$ cat src/rtl/instr_mem_loadable_pkg.sv
// Shared definitions for the loadable instruction memory: load FSM state
// encodings, the default NOP word and the array index-width helper.
package instr_mem_loadable_pkg;

   typedef enum logic [1:0] {
      IMEM_IDLE = 2'd0,
      IMEM_LOAD = 2'd1,
      IMEM_DONE = 2'd2
   } imem_state_e;

   localparam logic [15:0] DEFAULT_NOP_WORD = 16'h0000;

   function automatic int idx_width(input int depth);
      return (depth > 1) ? $clog2(depth) : 1;
   endfunction

endpackage

$ cat src/rtl/instr_mem_loadable_imem_array.sv
// Plain DATA_W x DEPTH RAM: one synchronous write port, one asynchronous read
// port. Kept separate so it can be swapped for a ROM/BRAM macro.
module instr_mem_loadable_imem_array
   import instr_mem_loadable_pkg::*;
#(
   parameter int DATA_W = 16,
   parameter int DEPTH  = 30,
   parameter int IDX_W  = idx_width(DEPTH)
) (
   input  logic              clk,
   input  logic              we,
   input  logic [IDX_W-1:0]  waddr,
   input  logic [DATA_W-1:0] wdata,
   input  logic [IDX_W-1:0]  raddr,
   output logic [DATA_W-1:0] rdata
);

   logic [DATA_W-1:0] mem_q [DEPTH];

   // NOTE: the array has no reset; a cleared prog_len makes stale words
   // unreachable, and leaving storage unreset lets it map onto RAM macros.
   always_ff @(posedge clk) begin
      if (we) begin
         mem_q[waddr] <= wdata;
      end
   end

   // Callers only present raddr < DEPTH when the result is used.
   assign rdata = mem_q[raddr];

endmodule

$ cat src/rtl/instr_mem_loadable.sv
// Runtime-loadable instruction memory: pc-addressed fetch port plus a
// valid/ready stream-load port; fetches outside the loaded program return NOP.
module instr_mem_loadable
   import instr_mem_loadable_pkg::*;
#(
   parameter int                DATA_W   = 16,
   parameter int                ADDR_W   = 8,
   parameter int                DEPTH    = 30,
   parameter logic [DATA_W-1:0] NOP_WORD = DATA_W'(DEFAULT_NOP_WORD),
   parameter int                REG_READ = 0
) (
   input  logic              clk,
   input  logic              rst,
   input  logic [ADDR_W-1:0] A,
   output logic [DATA_W-1:0] RD,
   output logic              imem_ready,
   output logic              fetch_err,
   input  logic              load_start,
   input  logic              load_abort,
   input  logic              load_valid,
   input  logic [DATA_W-1:0] load_data,
   input  logic              load_last,
   output logic              load_ready,
   output logic              load_done,
   output logic              load_ovf,
   output logic [ADDR_W:0]   prog_len
);

   localparam int               IDX_W     = idx_width(DEPTH);
   localparam int               LEN_W     = ADDR_W + 1;
   localparam logic [IDX_W-1:0] LAST_IDX  = IDX_W'(DEPTH - 1);
   localparam logic [LEN_W-1:0] DEPTH_LEN = LEN_W'(DEPTH);

   imem_state_e       state_q, state_d;
   logic [IDX_W-1:0]  wptr_q, wptr_d;
   logic [LEN_W-1:0]  prog_len_q, prog_len_d;
   logic              load_ovf_q, load_ovf_d;
   logic              beat_acc;
   logic              fetch_ok;
   logic [DATA_W-1:0] mem_rdata;
   logic [DATA_W-1:0] rd_d;
   logic              fetch_err_d;

   // NOTE: every always_comb output is defaulted first so no path infers a latch.
   always_comb begin
      state_d    = state_q;
      wptr_d     = wptr_q;
      prog_len_d = prog_len_q;
      load_ovf_d = load_ovf_q;
      beat_acc   = 1'b0;
      case (state_q)
         IMEM_IDLE: begin
            if (load_start) begin
               state_d    = IMEM_LOAD;
               wptr_d     = '0;
               prog_len_d = '0;
               load_ovf_d = 1'b0;
            end
         end
         IMEM_LOAD: begin
            // Abort wins over a beat presented in the same cycle.
            if (load_abort) begin
               state_d    = IMEM_IDLE;
               prog_len_d = '0;
            end else if (load_valid) begin
               beat_acc = 1'b1;
               wptr_d   = wptr_q + IDX_W'(1);
               if (load_last) begin
                  state_d    = IMEM_DONE;
                  prog_len_d = LEN_W'(wptr_q) + LEN_W'(1);
               end else if (wptr_q == LAST_IDX) begin
                  state_d    = IMEM_DONE;
                  prog_len_d = DEPTH_LEN;
                  load_ovf_d = 1'b1;
               end
            end
         end
         IMEM_DONE: state_d = IMEM_IDLE;
         default:   state_d = IMEM_IDLE;
      endcase
   end

   // NOTE: sequential state uses non-blocking assignments only.
   always_ff @(posedge clk) begin
      if (rst) begin
         state_q    <= IMEM_IDLE;
         wptr_q     <= '0;
         prog_len_q <= '0;
         load_ovf_q <= 1'b0;
      end else begin
         state_q    <= state_d;
         wptr_q     <= wptr_d;
         prog_len_q <= prog_len_d;
         load_ovf_q <= load_ovf_d;
      end
   end

   instr_mem_loadable_imem_array #(
      .DATA_W (DATA_W),
      .DEPTH  (DEPTH),
      .IDX_W  (IDX_W)
   ) u_array (
      .clk   (clk),
      .we    (beat_acc),
      .waddr (wptr_q),
      .wdata (load_data),
      .raddr (A[IDX_W-1:0]),
      .rdata (mem_rdata)
   );

   assign imem_ready = (state_q != IMEM_LOAD);
   assign load_ready = (state_q == IMEM_LOAD);
   assign load_done  = (state_q == IMEM_DONE);
   assign load_ovf   = load_ovf_q;
   assign prog_len   = prog_len_q;

   // prog_len <= DEPTH, so a passing compare also keeps A inside the array.
   assign fetch_ok    = imem_ready && ({1'b0, A} < prog_len_q);
   assign rd_d        = fetch_ok ? mem_rdata : NOP_WORD;
   assign fetch_err_d = !fetch_ok && imem_ready;

   if (REG_READ != 0) begin : g_reg_read
      logic [DATA_W-1:0] rd_q;
      logic              fetch_err_q;

      always_ff @(posedge clk) begin
         if (rst) begin
            rd_q        <= NOP_WORD;
            fetch_err_q <= 1'b1;
         end else begin
            rd_q        <= rd_d;
            fetch_err_q <= fetch_err_d;
         end
      end

      assign RD        = rd_q;
      assign fetch_err = fetch_err_q;
   end else begin : g_comb_read
      assign RD        = rd_d;
      assign fetch_err = fetch_err_d;
   end

endmodule

$ cat config.mk
export PLATFORM = sky130hd
export DESIGN_NAME = instr_mem_loadable
export DESIGN_NICKNAME = d
export VERILOG_FILES = /design/src/rtl/instr_mem_loadable_pkg.sv /design/src/rtl/instr_mem_loadable_imem_array.sv /design/src/rtl/instr_mem_loadable.sv
export SDC_FILE = /design/constraint.sdc
export NUM_CORES = 1
export LEC_CHECK = 0
export CAP_MARGIN = 20
export CORE_MARGIN = 2
export CORE_UTILIZATION = 61
export DETAILED_ROUTE_END_ITERATION = 12
export PLACE_DENSITY = 0.79
export SLEW_MARGIN = 20
export SYNTH_ARGS = -nofsm -noshare
export SYNTH_HDL_FRONTEND = slang
export SYNTH_SLANG_ARGS = --single-unit
$ cat constraint.sdc
create_clock -name clk -period 2.8 [get_ports clk]
set_input_delay 0.28 -clock clk [delete_from_list [all_inputs] [get_ports clk]]
set_output_delay 0.28 -clock clk [all_outputs]
set_load 0.05 [all_outputs]
After elaboration in Yosys (flattened, before gate mapping)
Memories as Yosys holds them, arrays and structs flattened.
Index checks and enable logic that the tools add are counted.
{"block": "op_classes", "mux": 28, "n_reduce_logical": 9, "n_addsub": 2, "n_lt_le_gt_ge": 1, "eq_ne": 11}
{"operator": "2-to-1 mux 9 bit", "n": 5}
{"operator": "one-hot mux 9 bit (2 select lines)", "n": 1}
{"operator": "2-to-1 mux 16 bit", "n": 1}
{"operator": "2-to-1 mux 5 bit", "n": 3}
{"operator": "2-to-1 mux 1 bit", "n": 10}
{"operator": "2-to-1 mux 2 bit", "n": 5}
{"operator": "one-hot mux 5 bit (2 select lines)", "n": 1}
{"operator": "less-than comparator 8 x 9 -> 1 bit", "n": 1}
{"operator": "!= test 2 bit (second input constant)", "n": 4}
{"operator": "AND reduction 4 bit", "n": 2}
{"operator": "adder 5 x 1 -> 6 bit (second input constant)", "n": 1}
{"operator": "AND reduction 6 bit", "n": 1}
{"operator": "adder 5 x 1 -> 5 bit (second input constant)", "n": 1}
{"operator": "equality test 5 bit (second input constant)", "n": 1}
{"operator": "!= test 2 x 1 -> 1 bit (second input constant)", "n": 2}
{"operator": "!= test 4 x 3 -> 1 bit (second input constant)", "n": 1}
{"operator": "one-hot mux 2 bit (2 select lines)", "n": 1}
{"operator": "!= test 3 bit (second input constant)", "n": 1}
{"operator": "AND reduction 3 bit", "n": 1}
{"operator": "equality test 2 x 1 -> 1 bit (second input constant)", "n": 1}
{"operator": "equality test 2 bit (second input constant)", "n": 1}
{"operator": "logical AND 1 bit", "n": 2}
{"operator": "logical NOT 2 bit", "n": 1}
{"operator": "one-hot mux 1 bit (2 select lines)", "n": 1}
{"operator": "other kinds (2)", "n": 2}
{"block": "word_totals", "input_bits": 30, "n_memories": 1, "ramBits": 480, "register_bits": 17, "output_inout_bits": 30, "elab_cells": 56}
{"memory": "u_array.mem_q", "depth": 30, "word_bits": 16, "rd": 1, "rd_clocked_by_memory_dff": 0, "write_ports": 1, "line": "instr_mem_loadable_imem_array.sv:18", "source": "logic [DATA_W-1:0] mem_q [DEPTH];"}

Logic depth before layout (Yosys ltp)
Gate-level depths: netlist of the first run.
{"block": "logic_depth", "depth_word": 6, "mapped_depth": 7, "depth_no_buf": 6}

Cells and area by module
A second synthesis of the first run with hierarchy kept.
{"block": "unflattened", "cells_unflattened": 1061, "hier_area_um2": 19871.6}
{"mod": "instr_mem_loadable_imem_array", "seq_area_each_um2": 14413.8, "cells_per_inst": 925, "area_each_um2": 18813.0, "instances": 1}
{"mod": "instr_mem_loadable", "seq_area_each_um2": 280.3, "cells_per_inst": 136, "area_each_um2": 1058.5, "instances": 1}

Least setup slack after synthesis of the first run
OpenSTA, ideal clock, no wires.
{"block": "synth_path", "kind": "reg-to-output", "startpoint": "register prog_len_q[4] (netlist: prog_len[4])", "endpoint": "output port RD[10]", "slack_ps": 71, "required_ps": 2520, "path_stages_with_launch": 8, "arrival_ps": 2449, "cell_sequence": "dfxtp_1 -> inv_1 -> ha_1 -> a21oi_1 -> o2111ai_1 -> a21oi_1 -> clkbuf_1 -> a22o_1"}
{"block": "synth_via", "elab_chain_cells": 3}
{"item": "start, declared", "line": "instr_mem_loadable.sv:36", "source": "logic [LEN_W-1:0] prog_len_q, prog_len_d;"}
{"item": "start signal, assigned", "line": "instr_mem_loadable.sv:93", "source": "prog_len_q <= prog_len_d;"}
{"item": "less-than comparator 8 x 9 -> 1 bit", "line": "instr_mem_loadable.sv:118", "source": "assign fetch_ok = imem_ready && ({1'b0, A} < prog_len_q);"}
{"item": "logical AND 1 bit", "line": "instr_mem_loadable.sv:118"}
{"item": "2-to-1 mux 16 bit", "line": "instr_mem_loadable.sv:119", "source": "assign rd_d = fetch_ok ? mem_rdata : NOP_WORD;"}
{"item": "end, declared", "line": "instr_mem_loadable.sv:15", "source": "output logic [DATA_W-1:0] RD,"}
Every way passes these cells.

Worst setup path after layout of the first run
{"block": "layout_path", "startpoint": "memory u_array.mem_q[0][2]", "endpoint": "output port RD[2]"}
{"block": "layout_via", "elab_chain_cells": 2}
{"item": "start, declared", "line": "instr_mem_loadable_imem_array.sv:18"}
{"item": "memory read (30 x 16 bit)"}
{"item": "2-to-1 mux 16 bit", "line": "instr_mem_loadable.sv:119"}
Every way passes these cells.

==> flow_results.org, run 1 <==
** Status
- Outcome :: finished, final reports clean

** Logic synthesis
- Area share of the largest cell type after synthesis :: 0.748
- After synthesis, the mean cell area works out to 20.8 um^2.
- Largest area contributor in the netlist :: edfxtp_1
- Sequential cell area fraction in the yosys report :: 0.763
- Flop and latch count out of synthesis :: 494
- After synthesis the cells add up to 19300 um^2.
- Synthesis handed over a netlist of 926 instances.
- In the synthesized netlist the async set-or-reset flop fraction comes to 0.
- Most common flop cell mapped by yosys :: edfxtp_1
- Yosys Warn Count :: 0
- Ranked by total cell area, the synthesized netlist is headed by edfxtp_1, mux4_2, dfxtp_1, a22oi_1, mux2_2.
- Yosys mapped a number of flops with a built-in enable equal to 480.
- Count of different cell masters after synthesis :: 44

** Finish
- Most frequent cells in the layout :: edfxtp_1, mux4_2, buf_4, clkbuf_16, nor2_1
- Most common library cell in the layout ignoring fill and taps :: edfxtp_1
- In the final layout, the share of cells above drive strength 1 is 0.291.
- The repair_antennas step left the layout with diodes totalling 0.
- Final design utilization :: 0.727
- In the final design database the tool counted 1115 nets.
- Signed area change from the synthesized netlist to the final layout :: 18.2%
- After filler insertion, the fill cell instance count of the layout stands at 1730.

** Detailed routing
- Dividing the detail-routed wire length by the instance count gives 29.1 um.
- Number of vias per cell :: 6.53
- The count of nets left with antenna violations once routing finished came out at 0.
- 1st-pass router iterations :: 5
- For this block, the initial DRC count from the detailed router was 1245.
- DRC errors left :: 0
- Post-Route WL :: 44100 um
- Total number of vias :: 9903

** Critical path
- STA classifies the critical path endpoint as an output port.
- Flop-to-flop setup slack :: 0.72 ns
- WP data required :: 2.52 ns
- Data on the critical path arrives at its endpoint at 2.44 ns.
- Worst R2R Start :: state_q[0]
- Setup CP Type :: register to output port
- Depth of the worst register-to-register path :: 5
- Critical register-to-register path endpoint :: u_array.mem_q[8][13]
- Crit start category :: register
- Critical-path maximum fanout :: 1

** Global routing
- The total overflow left after global routing is 0.
- For met2 alone, demand over resource in global routing was 0.470.
- Across every metal layer, demand over resource in global routing totals 0.276.
- met2 is the most crowded layer.
- Met3 Usage GRT :: 0.0640
- Pin count of the biggest net entering global routing :: 31
- Met1 Track Usage GR :: 0.360
- The number of global-route vias before repair came to 10.3k.
- The number of antenna violations at the first check in global routing is 0.
- The first global-routing pass estimated 65100 um of wire.

** STA
- RSZ-0062 raised after global routing :: false
- Shortest period the worst path allows :: 2.72 ns
- The final max-slew violation count was 0.
- Hold WS :: 0.409 ns
- In the final timing run, aggregate negative setup slack is 0 ns.
- Of the available clock period, the critical path in the final layout requires 0.970.
- The final-report hold violation count is 0.
- At the pin with the least slew margin, the transition time is 0.544 ns.
- Total of endpoints with negative setup slack in the final report :: 0
- Measured against its own limit, the worst slew margin works out to 0.634.
- Post-Route Skew :: 0.0185 ns
- Timing would allow up to 0.368 GHz.

** Hold path
- Cell depth of the worst min-delay path :: 3
- The worst hold path begins at load_start.
- The worst hold path belongs to the class input pin to register.
- The worst hold path terminates at state_q[0].

** Die
- Area enclosed by the die boundary :: 33000 um^2
- Die width :: 182 um
- The initial utilization of the core area, before any placement, comes to 0.615.
- Number of placed I/O pins :: 60
- After floorplanning, the core was divided into 65 placement rows.
- The floorplan step set the die height to 182 um.
- Core region area :: 31300 um^2

** Clock network
- Clock root buffer :: clkbuf_16
- Clock tree from TritonCTS :: done
- CTS H-tree depth :: 2
- Clock input transition at the sequential cells of the worst setup and hold paths :: 0.06 ns
- The clock reaches the later pin of the worst-skew pair after 0.55 ns.
- CTS sink cnt :: 494
- Number of buffers created by CTS :: 48
- No sink is reached through more buffers than the 3 on the longest clock path.

** Placement
- Buffers on Ports :: 56
- The HPWL after detailed placement is 26100 um.
- Final GP Congestion :: 0.860

** Run
- Maxcap violations :: 0

** Power and ir drop
- Dividing total power by cell area gives a power density of 683 nW/um^2.
- Static leakage power :: 7.40 nW
- Worst IR drop on VDD :: 0.000510 V
==> power breakdown <==
group	total [mW]	switching, mW	internal (mW)
logic	0.860	0.501	0.359
registers	8.12	0.00563	8.11
clock network	6.56	2.66	3.91
total	15.5	3.16	12.4
==> worst max-delay path by stage <==
stage / from / endpoint / slack (ns) / cells after the start
finish: u_array.mem_q[0][2] / RD[2] / 0.08 / 5
floorplan: prog_len[4] / RD[10] / 0.07 / 7
CTS: u_array.mem_q[0][2] / RD[2] / 0.05 / 5
global route: prog_len[4] / RD[5] / 0.04 / 8
detailed placement: A[3] / RD[0] / 0.08 / 8
global placement: A[3] / RD[3] / 0.17 / 7
==> stage by stage <==
stage	setup WS (ns)	area (um^2)	total power, mW	std cells
after detailed placement	0.0837	21100	9.12	1428
after CTS	0.0546	22700	15.6	1517
after global routing	0.0354	22800	15.9	1517
after floorplan	0.0712	19300	8.70	928
after global placement	0.170	21100	9.10	1428
final	0.0841	22800	15.5	1517
==> sequential cells by signal, indices dropped and copies added (netlist names) <==
name and cells:
prog_len 6, u_array.mem_q 480, wptr_q 5, load_ovf 1
state_q 2
==> layer usage <==
layer | part of all wire | vias to the layer above | routed length [um]
li1 | - | 4146 | -
met1 | 0.37 | 5163 | 16200
met2 | 0.52 | 512 | 22900
met3 | 0.090 | 82 | 3980
met4 | 0.026 | 0 | 1150
met5 | 0 | - | 0
==> cell type report <==
type	instances	area [um^2]	area share
Sequential cell	494	14700	0.646
Multi-Input combinational cell	371	4280	0.188
Timing Repair Buffer	151	1620	0.0710
Clock buffer	64	1330	0.0586
Tap cell	402	503	0.0221
Clock inverter	25	288	0.0126
Inverter	10	37.5	0.00165
==> cell usage after synthesis, types with 4 or more instances <==
master	count
a21oi_1	30
a22o_1	16
a22oi_1	32
buf_1	7
buf_2	8
buf_4	10
clkbuf_1	25
dfxtp_1	14
edfxtp_1	480
ha_1	9
inv_1	10
mux2_2	16
mux2i_1	17
mux4_2	112
nand2_1	24
nand3_1	4
nor2_1	38
o21ai_0	10
o22ai_1	16
==> critical path: stages (launching register included) <==
cell	delay, ns
edfxtp_1	0.39
mux4_2	0.48
a22oi_1	0.39
nand2_1	0.16
a22o_1	0.30
buf_12	0.16
==> kinds of logic after synthesis <==
family	synth area share
other	0.000195
AO/OA/AOI/OAI	0.0407
buffers and inverters	0.0159
multiplexers	0.149
AND/OR/NAND/NOR	0.0224
adder cells (fa/ha/maj)	0.00585
XOR/XNOR	0.00273
flip-flops	0.763
==> repair_timing <==
item,4_1_cts,5_1_grt
hold buffers,0,0
gates resized for setup,2,3
buffers inserted,0,0
endpoints found under the setup margin,1,16
Note: power is estimated with default switching activity, not from simulation.
==> inputs of run 2 (changes only) <==
CELL_PAD_IN_SITES_DETAIL_PLACEMENT = 0   (was unset)
CELL_PAD_IN_SITES_GLOBAL_PLACEMENT = 1   (was unset)
CORE_UTILIZATION = 53   (was 61)
PLACE_DENSITY = unset   (was 0.79)
PLACE_DENSITY_LB_ADDON = 0.1   (was unset)
SYNTH_HIERARCHICAL = 1   (was unset)
==> flow_results.org, run 2 <==
** Global routing
- Pin count of the biggest net entering global routing :: 39
- Global-route wire length before repair :: 65800 um
- Via count of the first global-routing pass :: 10.5k
- The number of antenna violations at the first check in global routing is 0.
- GR Util All Layers :: 0.233
- Grt ovf :: 0

** Power and ir drop
- Share of power burned in combinational logic :: 0.058
- The internal power of the cells totals 12.1 mW.
- The analysis attributes to cell leakage a power of 7.74 nW.
- Proportion of power drawn by flip-flops and latches :: 0.531
- Of the total power, the share spent switching nets is 0.210.
- The share of total power dissipated in the clock network is 0.411.
- The worst-case IR drop observed on VDD is 0.000442 V.
- For this design the ratio of total power to cell area is 652 nW/um^2.
- Psw :: 3.21 mW

** Placement
- During placement, the flow inserted port buffers numbering 56.
- Summed over all nets, the half-perimeter wirelength after detailed placement is 27500 um.
- Routability-driven placement finished with a final weighted congestion of 0.803.

** Detailed routing
- The detailed router placed 10.2k vias in this run.
- In the routed design, unresolved DRC markers number 0.
- Number of vias per cell :: 5.94
- Wire length per cell :: 25.4 um
- 1st-pass router iterations :: 5
- Antenna Nets Post-Route :: 0
- The first routing iteration left 848 violations.
- Summed over all layers, the routed wires come to 43500 um.

** STA
- Post-Route Skew :: 0.0128 ns
- Headroom to the max-slew limit :: 0.294
- Setup violations remaining at the end of the flow were counted as 0.
- Setup repair after global routing left no endpoint under its margin.
- Period utilisation layout :: 0.964
- Setup total negative slack on the finished layout was measured at 0 ns.
- Based on the critical path, the design can be clocked at up to 0.371 GHz.
- The final-report hold violation count is 0.
- Slew at the pin with the worst max-slew slack :: 1.06 ns
- Final Max Tran Viols :: 0
- Shortest period the worst path allows :: 2.70 ns
- Hold WS :: 0.399 ns

** Die
- Die width :: 198 um
- Initial core utilization :: 0.540
- Row cnt :: 70
- The floorplan step defined a die boundary enclosing 39100 um^2.
- The region available for standard cell placement spans 36800 um^2.
- Die outline height :: 198 um
- Pin placement for this block handled 60 I/O pins.

** Logic synthesis
- Async set-or-reset flop fraction in the synthesized netlist :: 0
- For this run, the register share of the synthesized area comes to 0.739.
- Avg Inst Size Synth :: 18.7 um^2
- In the synthesized netlist, the number of instances is 1061.
- Yosys attributes the largest share of cell area to edfxtp_1, mux4_2, mux2i_1, mux4_1, mux2_2.
- The netlist uses 66 different library cells.
- Most common flop cell mapped by yosys :: edfxtp_1
- edfxtp_1 is the most common cell in the netlist.
- Largest area contributor in the netlist :: edfxtp_1
- The share of synthesized area in the top cell type comes to 0.725.
- Yosys Warn Count :: 6
- Synthesized area :: 19900 um^2
- By count the netlist is led by edfxtp_1, mux2i_1, mux4_2, nor2_1, nand2_1.
- Flop and latch count out of synthesis :: 494
- In this run, synthesis inferred 480 flip-flops with an integrated enable.

** Finish
- Relative to the synthesized area, the layout overhead comes to 18.3%.
- Most flop-heavy register :: u_array/mem_q
- The number of antenna diodes in the final layout is 0.
- Fill cells in the final layout number 2594.
- The register with the most flip-flops in the layout has 480 of them.
- Summing all multi-input logic gate instances after layout gives 4770 um^2.
- The largest registers in the layout are u_array/mem_q: 480 flops, prog_len: 6 flops, wptr_q: 5 flops.
- Final net count :: 1243
- The sequential cells in the finished layout cover a total of 14700 um^2.
- Most common library cell in the layout ignoring fill and taps :: edfxtp_1
- Of the cells placed in the final design, the portion with a size suffix greater than 1 is 0.250.
- The top cell types in the final layout, fill and taps aside, are edfxtp_1, mux2i_1, mux4_2, buf_4.

** Hold path
- The worst hold path passes through 2 cells.
- The startpoint identified for the worst hold timing path is load_start.
- The worst hold path terminates at wptr_q[0].
- Tightest Hold Check Type :: input pin to register

** Critical path
- WP data required :: 2.52 ns
- Data on the critical path arrives at its endpoint at 2.42 ns.
- Critical register-to-register path endpoint :: u_array/mem_q[0][1]
- Most used cell along the critical path :: buf_12
- STA classifies the critical path endpoint as an output port.
- Along the worst path, the maximum fanout reaches 13.
- The number of cells on the worst reg-to-reg path is 5.
- Setup CP Type :: input pin to output port
- Cell with the biggest individual delay on the critical path :: clkdlybuf4s50_1
- The cell family contributing the most delay on the critical path is buffers and inverters.
- Crit-path cells :: clkdlybuf4s50_1 -> buf_12 -> buf_4 -> o21ai_0 -> a2111oi_1 -> a221o_1 -> and2_4 -> buf_12
- Number of buffers and inverters on the critical path :: 4
- For flop-to-flop paths, the worst setup slack is 0.40 ns.
- Critical Path Max Stage Delay :: 0.56 ns
- Crit start category :: input pin
- The worst register-to-register path begins at state_q[0].

** Clock network
- After clock tree synthesis, the clock-pin slew on the worst setup and hold paths is 0.06 ns.
- Clock insertion delay at the later pin of the skew report :: 0.58 ns
- The cell sitting at the root of the clock tree is a clkbuf_16.
- In this run the number of H-tree levels came out at 2.
- Worst-case clock buffer depth :: 3
- Clock tree from TritonCTS :: done
- Post-CTS Setup Repair Bufs :: 0
- Number of buffers created by CTS :: 51
- The clock drives 494 sinks.

** Status
- Outcome :: finished, final reports clean

** Run
- Maxcap violations :: 0
[run 2: changes by cell type after synthesis, moves of 16 or more]
cell | before | now
mux4_2 | 112 | 60
clkbuf_1 | 25 | 5
mux2i_1 | 17 | 68
a22o_1 | 16 | 0
and2_1 | 1 | 19
nor2_1 | 38 | 60
[run 2: cells by family (layout without fill, tap and decap cells)]
family,after synthesis,count (layout),synth area share
AO/OA/AOI/OAI,121,121,0.0434
AND/OR/NAND/NOR,197,197,0.0509
adder cells (fa/ha/maj),7,7,0.00441
multiplexers,170,170,0.136
other,1,3,0.000189
XOR/XNOR,3,3,0.00132
flip-flops,494,494,0.739
buffers and inverters,68,250,0.0241
[run 2: layout make-up]
class	instances	area share
clock inverters	32	0.00825
clock buffers	60	0.0576
inverters	9	0.00144
well taps	468	0.0249
flip-flops and latches	494	0.625
multi-input cells	501	0.203
repair buffers	149	0.0795
[run 2: power by group through the flow]
stage | sequential (mW) | clock [mW] | combinational (mW)
floorplan | 8.29 | 0 | 0.502
global placement | 8.28 | 0 | 0.892
detailed placement | 8.28 | 0 | 0.898
CTS | 8.13 | 6.42 | 0.903
global route | 8.13 | 6.70 | 0.959
finish | 8.13 | 6.29 | 0.895
[run 2: stage by stage]
| stage | utilization | cells | power, mW | instance area (um^2) | worst slack (ns) |
|---|---|---|---|---|---|
| final | 0.639 | 1713 | 15.3 | 23500 | 0.101 |
| after global placement | 0.596 | 1623 | 9.18 | 21900 | -0.137 |
| after CTS | 0.639 | 1715 | 15.5 | 23500 | 0.00656 |
| after floorplan | - | 1063 | 8.79 | 19900 | 0.193 |
| after global routing | 0.639 | 1713 | 15.8 | 23500 | 0.00125 |
| after detailed placement | 0.596 | 1623 | 9.18 | 21900 | -0.129 |
[run 2: worst reg2reg max path: stages, from the launching register on]
cell and delay, ns:
dfxtp_1 0.45, nor3b_1 0.27, and2_1 0.27, or3b_2 0.63, nor2_1 0.27, buf_12 0.20
[run 2: what timing repair did]
item                       in CTS  in global routing
pin swaps                       1                  4
cloned                          0                  0
hold buffers                    0                  0
resized for setup               7                  8
setup endpoints to repair       4                  5
[run 2: metal layers]
metal | up-vias | GRT usage | routed length [um]
met4 | 0 | 0.0866 | 1320
met5 | - | 0 | 0
li1 | 4597 | - | -
met2 | 288 | 0.381 | 21300
met1 | 5209 | 0.322 | 18900
met3 | 85 | 0.0348 | 1950
[run 2: worst max path at each step]
stage | from | end | slack (ns) | cells past startpoint
floorplan | state_q[1] | u_array/mem_q[24][0] | 0.19 | 6
detailed placement | A[4] | RD[11] | -0.13 | 8
global placement | A[4] | RD[11] | -0.14 | 8
CTS | u_array/mem_q[25][12] | RD[12] | 0.007 | 7
finish | A[4] | RD[11] | 0.10 | 8
global route | prog_len[4] | RD[0] | 0.001 | 8
==> inputs of run 3 (changes only) <==
CAP_MARGIN = 0   (was 20)
==> results of run 3 <==
No change in the layout: final DEF, timing and power equal those of run 2.
